### config.mk
export PLATFORM = sky130hd
export DESIGN_NAME = lfsr_prng
export DESIGN_NICKNAME = d
export VERILOG_FILES = /design/src/rtl/lfsr_prng.sv
export SDC_FILE = /design/constraint.sdc
export NUM_CORES = 1
export LEC_CHECK = 0
export CAP_MARGIN = 10
export CORE_ASPECT_RATIO = 0.7
export CORE_MARGIN = 4
export CORE_UTILIZATION = 40
export DETAILED_ROUTE_END_ITERATION = 8
export GPL_ROUTABILITY_DRIVEN = 0
export PLACE_DENSITY = 0.71
export SETUP_SLACK_MARGIN = 0.5
export SYNTH_ARGS = -nofsm -noshare
export SYNTH_HDL_FRONTEND = slang
export SYNTH_SLANG_ARGS = --single-unit
### constraint.sdc
create_clock -name clk -period 1.5 [get_ports clk]
set_clock_uncertainty 0.2 [all_clocks]
set_input_delay 0.225 -clock clk [delete_from_list [all_inputs] [get_ports clk]]
set_output_delay 0.225 -clock clk [all_outputs]
set_load 0.01 [all_outputs]
### src/rtl/lfsr_prng.sv
// Parametrised Galois LFSR word generator with decimation, run-time seeding
// (zero seeds replaced by SEED) and a valid/ready output stream.
module lfsr_prng #(
  parameter int               WIDTH = 32,
  parameter logic [WIDTH-1:0] POLY  = 32'h0040_0006,
  parameter logic [WIDTH-1:0] SEED  = 32'hFFFF_FFFF,
  parameter int               STEPS = 1,
  parameter int               CNT_W = 16
) (
  input  logic             clk,
  input  logic             rst,
  input  logic             en,
  input  logic             seed_load,
  input  logic [WIDTH-1:0] seed_in,
  output logic [WIDTH-1:0] out_data,
  output logic             out_valid,
  input  logic             out_ready,
  output logic             seed_err,
  output logic [CNT_W-1:0] out_count
);

  localparam int CW = (STEPS > 1) ? $clog2(STEPS) : 1;
  // Stage 0 always takes the feedback bit, whatever POLY[0] says.
  localparam logic [WIDTH-1:0] TAPS = {POLY[WIDTH-1:1], 1'b1};

  logic [WIDTH-1:0] state_q, state_d;
  logic [CW-1:0]    cnt_q, cnt_d;
  logic [WIDTH-1:0] data_q, data_d;
  logic             valid_q, valid_d;
  logic             err_q, err_d;
  logic [CNT_W-1:0] count_q, count_d;

  logic [WIDTH-1:0] step_nxt;
  logic             accept, stall, shift, last, seed_zero;

  assign step_nxt  = {state_q[WIDTH-2:0], 1'b0} ^ (state_q[WIDTH-1] ? TAPS : '0);
  assign accept    = valid_q & out_ready;
  assign stall     = valid_q & ~out_ready;
  assign shift     = en & ~stall;
  assign last      = (cnt_q == CW'(STEPS - 1));
  assign seed_zero = (seed_in == '0);

  always_comb begin
    state_d = state_q;
    cnt_d   = cnt_q;
    data_d  = data_q;
    valid_d = valid_q;
    count_d = count_q;
    err_d   = 1'b0;
    // Accept first so a completing word below can re-raise valid without a bubble.
    if (accept) begin
      count_d = count_q + CNT_W'(1);
      valid_d = 1'b0;
    end
    if (seed_load) begin
      state_d = seed_zero ? SEED : seed_in;
      cnt_d   = '0;
      valid_d = 1'b0;
      err_d   = seed_zero;
    end else if (shift) begin
      state_d = step_nxt;
      if (last) begin
        cnt_d   = '0;
        data_d  = step_nxt;
        valid_d = 1'b1;
      end else begin
        cnt_d = cnt_q + CW'(1);
      end
    end
  end

  always_ff @(posedge clk) begin
    if (rst) begin
      state_q <= SEED;
      cnt_q   <= '0;
      data_q  <= '0;
      valid_q <= 1'b0;
      err_q   <= 1'b0;
      count_q <= '0;
    end else begin
      state_q <= state_d;
      cnt_q   <= cnt_d;
      data_q  <= data_d;
      valid_q <= valid_d;
      err_q   <= err_d;
      count_q <= count_d;
    end
  end

  assign out_data  = data_q;
  assign out_valid = valid_q;
  assign seed_err  = err_q;
  assign out_count = count_q;

endmodule

==> results of run 1 <==
metal layers:
| layer | share of wire [%] | vias to the layer above |
|---|---|---|
| met3 | 8.2 | 21 |
| met1 | 41 | 1639 |
| met4 | 1.8 | 0 |
| li1 | - | 1608 |
| met5 | 0 | - |
| met2 | 49 | 162 |
cell families after synthesis:
group / after synthesis / synth area share (%)
buffers and inverters: 28 / 4.259
adder cells (fa/ha/maj): 1 / 0.3907
AND/OR/NAND/NOR: 155 / 23.56
XOR/XNOR: 14 / 3.830
AO/OA/AOI/OAI: 73 / 16.33
flip-flops: 82 / 51.27
multiplexers: 1 / 0.3517
synth_stat cells:
cell / instances / area share [%]
nor2_1: 15 / 1.8
a22oi_1: 10 / 2.3
dfxtp_1: 82 / 51
nand4_1: 6 / 1.2
nand2_1: 92 / 11
nor3_1: 3 / 0.47
nand3_2: 8 / 2.5
nor4_1: 4 / 0.78
nand2b_1: 1 / 0.20
a41oi_4: 1 / 0.86
a222oi_1: 22 / 6.9
o21ai_0: 3 / 0.47
mux2_1: 1 / 0.35
nor3b_2: 1 / 0.39
or4_1: 1 / 0.23
inv_1: 1 / 0.12
a21oi_1: 37 / 5.8
nor4b_1: 1 / 0.27
buf_6: 3 / 1.1
ha_1: 1 / 0.39
xor2_1: 14 / 3.8
buf_1: 4 / 0.47
and3_1: 1 / 0.20
or3_1: 4 / 0.78
or4_4: 1 / 0.35
buf_2: 7 / 1.1
nand3b_1: 1 / 0.23
and2_1: 1 / 0.20
nor2b_1: 2 / 0.39
clkbuf_1: 13 / 1.5
nand3_1: 8 / 1.3
and4_1: 4 / 1.1
nor3_4: 1 / 0.51
where the power goes:
group          total [mW]  internal (mW)  switching [mW]
Clock                2.02           1.16           0.866
Sequential           2.42           2.31           0.111
Combinational       0.884          0.473           0.411
cell usage in the layout (no fill, tap or decap), types with 5 or more instances in the layout:
master	count
dfxtp_2	42
clkdlybuf4s15_1	7
nand2_4	7
a22oi_1	5
a222oi_1	22
a22oi_2	5
buf_2	10
buf_6	85
nand3_2	13
clkbuf_16	10
nand2_2	18
nor2_1	15
buf_12	5
dfxtp_4	8
a21oi_1	15
dlygate4sd2_1	8
xor2_1	14
nand2_1	67
buf_4	54
nand4_1	6
dfxtp_1	32
a21oi_2	21
worst max-delay path by stage:
stage	start	end	depth (start not counted)
2_1_floorplan	out_count[6]	out_count[15]	5
3_3_place_gp	seed_in[28]	state_q[1]	7
3_5_place_dp	seed_in[28]	state_q[6]	7
4_1_cts	out_count[0]	out_count[11]	5
5_1_grt	out_valid	state_q[13]	6
6_report	out_count[0]	out_count[15]	5
timing repair:
action	CTS	global route
setup endpoints to repair	132	132
hold endpoints to repair	7	9
resized for setup	442	56
pin swaps	50	39
cloned	4	2
buffers inserted	20	14
critical path, stage by stage, from the launching register on:
cell	delay (ns)
dfxtp_4	0.38
and4_4	0.25
nand4_1	0.14
buf_4	0.18
nor3_4	0.12
mux2_4	0.31
cell type report:
type	instances	area share [%]
antenna	1	0.04312
clock buffer	11	4.183
clock inverter	5	0.4959
inverter	1	0.06468
multi-input combinational	244	31.26
sequential	82	29.71
tap	98	2.113
timing repair buffer	181	32.13
flip-flops by register name, summed over array words and instances (netlist names):
name / cells
state_q: 32
out_count: 16
out_valid: 1
seed_err: 1
out_data: 32
==> flow_summary.html, run 1 <==
<table>
<tr><th>Metric</th><th>Value</th></tr>
<tr><th colspan="2">Outcome</th></tr>
<tr><td>Run status</td><td>complete, but fails checks</td></tr>
<tr><td>Failing checks</td><td>negative hold slack, negative setup slack</td></tr>
<tr><th colspan="2">Finish</th></tr>
<tr><td>Area growth from synthesis to final layout</td><td>81.24%</td></tr>
<tr><td>FF+latch area</td><td>1724 um^2</td></tr>
<tr><td>Nets@finish</td><td>557</td></tr>
<tr><td>Fill count</td><td>488</td></tr>
<tr><td>Cell area after layout</td><td>5803 um^2</td></tr>
<tr><td>Post-route core utilization</td><td>76.89%</td></tr>
<tr><td>Final Non-Filler Cells</td><td>623</td></tr>
<tr><td>Share of cells above drive strength 1</td><td>60.69%</td></tr>
<tr><td>Area used by multi-input combinational logic</td><td>1814 um^2</td></tr>
<tr><th colspan="2">Worst hold path</th></tr>
<tr><td>Worst min path class</td><td>in -&gt; reg</td></tr>
<tr><td>Worst Hold Path EP</td><td>state_q[18]</td></tr>
<tr><td>Worst hold start</td><td>seed_in[18]</td></tr>
<tr><td>Number of stages on the worst hold path</td><td>3</td></tr>
<tr><th colspan="2">Clock tree</th></tr>
<tr><td>Clock insertion delay at the later pin of the skew report</td><td>0.34 ns</td></tr>
<tr><td>Maximum buffer depth of the clock tree</td><td>2</td></tr>
<tr><td>Number of clock buffers inserted by TritonCTS</td><td>9</td></tr>
<tr><td>Clock slew at the register clock pins of the worst setup and hold paths</td><td>0.06 ns</td></tr>
<tr><td>Sinks on the clock net</td><td>82</td></tr>
<tr><td>Number of H-tree levels</td><td>3</td></tr>
<tr><td>TritonCTS clock tree</td><td>done</td></tr>
<tr><td>Cell at the root of the clock tree</td><td>clkbuf_16</td></tr>
<tr><th colspan="2">GRT</th></tr>
<tr><td>Met3 Use GR</td><td>8.067%</td></tr>
<tr><td>Global-route wire length before repair</td><td>16,880 um</td></tr>
<tr><td>GRT Overall Usage</td><td>22.26%</td></tr>
<tr><td>Remaining global-route overflow</td><td>0</td></tr>
<tr><td>Grt met2 use</td><td>35.77%</td></tr>
<tr><td>Global routing usage on met1</td><td>28.90%</td></tr>
<tr><td>Initial antenna violation count</td><td>1</td></tr>
<tr><td>GRT Max-Usage Layer</td><td>met2</td></tr>
<tr><td>Vias in the first global route</td><td>3,246</td></tr>
<tr><td>Maximum number of pins on one net before global-route repair</td><td>32</td></tr>
<tr><th colspan="2">Logic synthesis</th></tr>
<tr><td>Synth cell types</td><td>33</td></tr>
<tr><td>Synthesized Nets</td><td>392</td></tr>
<tr><td>Synthesized area per cell</td><td>9.045 um^2</td></tr>
<tr><td>Ys Warns</td><td>0</td></tr>
<tr><td>Flops &amp; latches, synth</td><td>82</td></tr>
<tr><td>Post-synthesis cell count</td><td>354</td></tr>
<tr><td>Proportion of synthesized chip area in sequential cells</td><td>51.27%</td></tr>
<tr><td>Area of the mapped netlist</td><td>3202 um^2</td></tr>
<tr><th colspan="2">Worst setup path</th></tr>
<tr><td>Critical Path End Type</td><td>register</td></tr>
<tr><td>Crit start category</td><td>register</td></tr>
<tr><td>Capture instance of the worst register-to-register path</td><td>out_count[15]</td></tr>
<tr><td>Register-to-register setup slack</td><td>-0.19 ns</td></tr>
<tr><td>Reg-to-Reg Start</td><td>out_count[0]</td></tr>
<tr><td>Crit path required time</td><td>1.53 ns</td></tr>
<tr><td>Crit Path Category</td><td>reg -&gt; reg</td></tr>
<tr><td>Crit path max fanout</td><td>3</td></tr>
<tr><td>R2r worst-path depth</td><td>5</td></tr>
<tr><td>Arrival time worst endpoint</td><td>1.72 ns</td></tr>
<tr><th colspan="2">STA</th></tr>
<tr><td>Transition time at the pin with the least slew margin</td><td>0.4259 ns</td></tr>
<tr><td>Achievable Freq</td><td>592.2 MHz</td></tr>
<tr><td>Min Tclk post-route</td><td>1.689 ns</td></tr>
<tr><td>Hold Fails Final Rpt</td><td>8</td></tr>
<tr><td>Final setup violation count</td><td>73</td></tr>
<tr><td>Total count of max-transition violations in the final report</td><td>0</td></tr>
<tr><td>Unrepaired setup endpoints after global routing</td><td>yes</td></tr>
<tr><td>Setup TNS</td><td>-6.090 ns</td></tr>
<tr><td>Worst hold-check slack</td><td>-0.1165 ns</td></tr>
<tr><td>Final period util</td><td>112.6%</td></tr>
<tr><td>Worst relative slew slack</td><td>71.61%</td></tr>
<tr><td>Crit path setup slack, layout</td><td>-0.1886 ns</td></tr>
<tr><th colspan="2">Routing</th></tr>
<tr><td>DR vias/cell</td><td>5.506</td></tr>
<tr><td>Number of detailed-routing iterations run before antenna repair</td><td>6</td></tr>
<tr><td>DRC Markers</td><td>0</td></tr>
<tr><td>Number of routed nets with antenna violations</td><td>0</td></tr>
<tr><td>Total vias in the final route</td><td>3,430</td></tr>
<tr><td>Mean routed wirelength per cell</td><td>18.03 um</td></tr>
<tr><td>Overall routed net length</td><td>11,230 um</td></tr>
<tr><td>Violation count after the first detailed-routing iteration</td><td>252</td></tr>
<tr><th colspan="2">Pwr</th></tr>
<tr><td>Worst voltage drop across the vdd grid</td><td>0.8390 mV</td></tr>
<tr><td>Total power</td><td>5.328 mW</td></tr>
<tr><td>Cell area power density</td><td>918.1 nW/um^2</td></tr>
<tr><td>Static leakage</td><td>2.463 nW</td></tr>
<tr><th colspan="2">Placement</th></tr>
<tr><td>Sum of net half-perimeters after detailed placement</td><td>6556 um</td></tr>
<tr><td>Worst slack at placement</td><td>-0.7323 ns</td></tr>
<tr><td>Count of buffers inserted at the top-level ports</td><td>86</td></tr>
<tr><td>Count of placed standard cells including taps</td><td>566</td></tr>
<tr><td>Post-Place Cell Area</td><td>4619 um^2</td></tr>
<tr><th colspan="2">Floorplanning</th></tr>
<tr><td>Site row count</td><td>26</td></tr>
<tr><td>Starting density of the core</td><td>42.42%</td></tr>
<tr><td>Core Area</td><td>7547 um^2</td></tr>
<tr><td>Die height</td><td>82.86 um</td></tr>
<tr><td>Die width</td><td>114.9 um</td></tr>
<tr><td>Die Outline Area</td><td>9523 um^2</td></tr>
<tr><td>Number of placed I/O pins</td><td>87</td></tr>
<tr><th colspan="2">Run</th></tr>
<tr><td>Number of maximum-capacitance constraint violations</td><td>0</td></tr>
</table>
Power figures use the tool's default switching activity.
==> inputs of run 2 (changes only) <==
--- a/config.mk
+++ b/config.mk
@@ -8,10 +8,10 @@
 export CAP_MARGIN = 10
 export CORE_ASPECT_RATIO = 0.7
 export CORE_MARGIN = 4
-export CORE_UTILIZATION = 40
+export CORE_UTILIZATION = 43
 export DETAILED_ROUTE_END_ITERATION = 8
 export GPL_ROUTABILITY_DRIVEN = 0
-export PLACE_DENSITY = 0.71
+export PLACE_DENSITY = 0.75
 export SETUP_SLACK_MARGIN = 0.5
 export SYNTH_ARGS = -nofsm -noshare
 export SYNTH_HDL_FRONTEND = slang
==> run 2 against run 1 <==
The flow still finishes with violations (negative hold slack, negative setup slack). Die area decreased by 6.4%. Setup slack gained 0.025 ns. Via count is 0.35% lower. Maximum frequency grew 1.5%. Non-clock buffer count fell by 11. Total power fell by 12%.
==> flow_summary.html, run 2 (synthesized netlist as in run 1, its figures left out) <==
<table>
<tr><th>Metric</th><th>Value</th></tr>
<tr><th colspan="2">GRT</th></tr>
<tr><td>Initial antenna violation count</td><td>0 (-1)</td></tr>
<tr><td>Maximum number of pins on one net before global-route repair</td><td>34 (+6.3%)</td></tr>
<tr><td>Vias in the first global route</td><td>3,252 (+0.18%)</td></tr>
<tr><td>GRT Overall Usage</td><td>23.05% (+0.79 points)</td></tr>
<tr><td>Global-route wire length before repair</td><td>16,340 um (-3.2%)</td></tr>
<tr><td>Remaining global-route overflow</td><td>0 (unchanged)</td></tr>
<tr><th colspan="2">Worst setup path</th></tr>
<tr><td>Crit Path Category</td><td>reg -&gt; reg</td></tr>
<tr><td>Crit start category</td><td>register</td></tr>
<tr><td>Arrival time worst endpoint</td><td>1.75 ns (+0.03 ns)</td></tr>
<tr><td>Crit path max-delay cell type</td><td>dfxtp_4</td></tr>
<tr><td>Crit path required time</td><td>1.58 ns (+0.05 ns)</td></tr>
<tr><td>Critical Path End Type</td><td>register</td></tr>
<tr><td>Peak per-stage delay on the critical path</td><td>0.37 ns (about the same)</td></tr>
<tr><td>CP cell instances</td><td>and4_4, nand4_1, buf_4, or3_4, a21oi_2</td></tr>
<tr><td>Crit path max fanout</td><td>5 (+2)</td></tr>
<tr><th colspan="2">Finish</th></tr>
<tr><td>Antenna diodes</td><td>0 (-1)</td></tr>
<tr><td>Area used by multi-input combinational logic</td><td>1787 um^2 (-1.5%)</td></tr>
<tr><td>Area growth from synthesis to final layout</td><td>74.17%</td></tr>
<tr><td>FF+latch area</td><td>1722 um^2 (-0.14%)</td></tr>
<tr><td>Share of cells above drive strength 1</td><td>57.23% (-3.5 points)</td></tr>
<tr><td>Most common cell after layout, fill and taps aside</td><td>buf_6</td></tr>
<tr><td>Top library cells by usage in the layout, fill and taps aside</td><td>buf_6 (82), nand2_1 (69), buf_4 (43)</td></tr>
<tr><td>Nets@finish</td><td>546 (-2.0%)</td></tr>
<tr><td>Final Non-Filler Cells</td><td>610 (-2.1%)</td></tr>
<tr><td>Fill count</td><td>459 (-5.9%)</td></tr>
<tr><th colspan="2">STA</th></tr>
<tr><td>Final setup violation count</td><td>73 (unchanged)</td></tr>
<tr><td>Transition time at the pin with the least slew margin</td><td>0.4185 ns (-0.007401 ns)</td></tr>
<tr><td>Total count of max-transition violations in the final report</td><td>0 (unchanged)</td></tr>
<tr><td>Min Tclk post-route</td><td>1.664 ns (-0.02464 ns)</td></tr>
<tr><td>Unrepaired setup endpoints after global routing</td><td>yes</td></tr>
<tr><td>Worst relative slew slack</td><td>72.10% (+0.49 points)</td></tr>
<tr><td>Hold Fails Final Rpt</td><td>7 (-1)</td></tr>
<tr><td>Worst hold-check slack</td><td>-0.1070 ns (+0.009557 ns)</td></tr>
<tr><td>Final period util</td><td>110.9% (-1.6 points)</td></tr>
<tr><td>Achievable Freq</td><td>601.0 MHz (+1.5%)</td></tr>
<tr><td>Crit path setup slack, layout</td><td>-0.1640 ns (+0.02464 ns)</td></tr>
<tr><th colspan="2">Floorplanning</th></tr>
<tr><td>Die Outline Area</td><td>8912 um^2 (-6.4%)</td></tr>
<tr><td>Site row count</td><td>26 (unchanged)</td></tr>
<tr><td>Die width</td><td>111.1 um (-3.3%)</td></tr>
<tr><td>Starting density of the core</td><td>44.14% (+1.7 points)</td></tr>
<tr><td>Number of placed I/O pins</td><td>87 (unchanged)</td></tr>
<tr><td>Die height</td><td>80.20 um (-3.2%)</td></tr>
<tr><td>Core Area</td><td>7254 um^2 (-3.9%)</td></tr>
<tr><th colspan="2">Placement</th></tr>
<tr><td>Count of placed standard cells including taps</td><td>565 (-0.18%)</td></tr>
<tr><td>Count of buffers inserted at the top-level ports</td><td>86 (unchanged)</td></tr>
<tr><td>Sum of net half-perimeters after detailed placement</td><td>6532 um (-0.36%)</td></tr>
<tr><th colspan="2">Routing</th></tr>
<tr><td>DR vias/cell</td><td>5.603 (+1.8%)</td></tr>
<tr><td>Violation count after the first detailed-routing iteration</td><td>328 (+30%)</td></tr>
<tr><td>Mean routed wirelength per cell</td><td>18.31 um (+1.6%)</td></tr>
<tr><td>Number of detailed-routing iterations run before antenna repair</td><td>9 (+3)</td></tr>
<tr><td>DRC Markers</td><td>0 (unchanged)</td></tr>
<tr><td>Number of routed nets with antenna violations</td><td>0 (unchanged)</td></tr>
<tr><td>Total vias in the final route</td><td>3,418 (-0.35%)</td></tr>
<tr><td>Overall routed net length</td><td>11,170 um (-0.56%)</td></tr>
<tr><th colspan="2">Clock tree</th></tr>
<tr><td>Number of clock buffers inserted by TritonCTS</td><td>9 (unchanged)</td></tr>
<tr><td>Sinks on the clock net</td><td>82 (unchanged)</td></tr>
<tr><td>TritonCTS clock tree</td><td>done</td></tr>
<tr><td>Clock slew at the register clock pins of the worst setup and hold paths</td><td>0.08 ns (+0.02 ns)</td></tr>
<tr><td>Number of H-tree levels</td><td>3 (unchanged)</td></tr>
<tr><td>Clock insertion delay at the later pin of the skew report</td><td>0.34 ns (about the same)</td></tr>
<tr><td>Maximum buffer depth of the clock tree</td><td>2 (unchanged)</td></tr>
<tr><td>Cell at the root of the clock tree</td><td>clkbuf_8</td></tr>
<tr><th colspan="2">Run</th></tr>
<tr><td>Number of maximum-capacitance constraint violations</td><td>0 (unchanged)</td></tr>
<tr><th colspan="2">Outcome</th></tr>
<tr><td>Failing checks</td><td>negative hold slack, negative setup slack</td></tr>
<tr><td>Run status</td><td>complete, but fails checks</td></tr>
<tr><th colspan="2">Pwr</th></tr>
<tr><td>Static leakage</td><td>2.338 nW (-5.1%)</td></tr>
<tr><td>Total power</td><td>4.712 mW (-12%)</td></tr>
<tr><td>Cell area power density</td><td>845.0 nW/um^2 (-8.0%)</td></tr>
<tr><td>Worst voltage drop across the vdd grid</td><td>0.6123 mV (-27%)</td></tr>
<tr><th colspan="2">Worst hold path</th></tr>
<tr><td>Worst min path class</td><td>in -&gt; reg</td></tr>
</table>
run 2: cell types whose count changed in the layout (fill, tap and decap cells not counted), sizes merged:
cell / change
buf: -14
dlygate4sd2: +3
clkdlybuf4s15: +1
clkdlybuf4s50: +1
clkinvlp: -1
diode: -1
dlymetal6s2s: -1
inv: -1
run 2: repair_timing:
item	4_1_cts	5_1_grt
resized for setup	419	58
endpoints found under the setup margin	132	132
buffers inserted	12	14
pin swaps	47	35
endpoints found under the hold margin	6	9
gates cloned	3	1
run 2: area by class of cell:
cell class,instances,area share (%)
clock inverter,3,0.2692
timing repair buffer,170,31.77
tap,98,2.199
clock buffer,12,2.782
inverter,1,0.06731
sequential,82,30.87
multi-input combinational,244,32.04
run 2: final timing paths:
path | from | end | slack, ns | cells after the start
setup / recovery | out_count[0] | out_count[13] | -0.16 | 5
hold / removal | seed_in[17] | state_q[17] | -0.11 | 3
setup reg to reg | out_count[0] | out_count[13] | -0.16 | 5
hold reg to reg | out_data[1] | out_data[1] | 0.26 | 2
run 2: worst max-delay path: cells and delay by family (launching register included):
kind	cells	cell delay, ns
buffers and inverters	1	0.20
DFF	1	0.37
AOI/OAI and AO/OA	1	0.13
and+or+nand+nor	3	0.72
run 2: power breakdown:
| group | internal (mW) | leakage [nW] | switching, mW | total [mW] |
|---|---|---|---|---|
| Clock | 0.676 | 0.0920 | 0.751 | 1.43 |
| Sequential | 2.31 | 0.699 | 0.113 | 2.42 |
| Combinational | 0.457 | 1.55 | 0.409 | 0.866 |
| Total | 3.44 | 2.34 | 1.27 | 4.71 |
run 2: per-layer routing:
layer	global-route usage (%)	part of all wire, %	vias to the layer above
met3	6.325	7.2	23
met4	7.290	2.3	0
met5	0	0	-
met1	28.96	40	1653
met2	38.92	50	164
li1	-	-	1578
run 2: through the flow:
stage | cell area, um^2 | worst slack [ns] | hold WS (ns) | util [%] | setup TNS [ns]
after floorplan | 3369 | -0.2175 | 0.1524 | - | -4.001
after global placement | 4624 | -0.7674 | 0.2460 | 63.75 | -43.95
after detailed placement | 4624 | -0.7459 | 0.2455 | 63.75 | -44.24
after CTS | 5244 | -0.09484 | -0.1172 | 72.28 | -1.702
after global routing | 5577 | -0.2117 | -0.1119 | 76.87 | -7.892
final | 5577 | -0.1640 | -0.1070 | 76.87 | -4.121
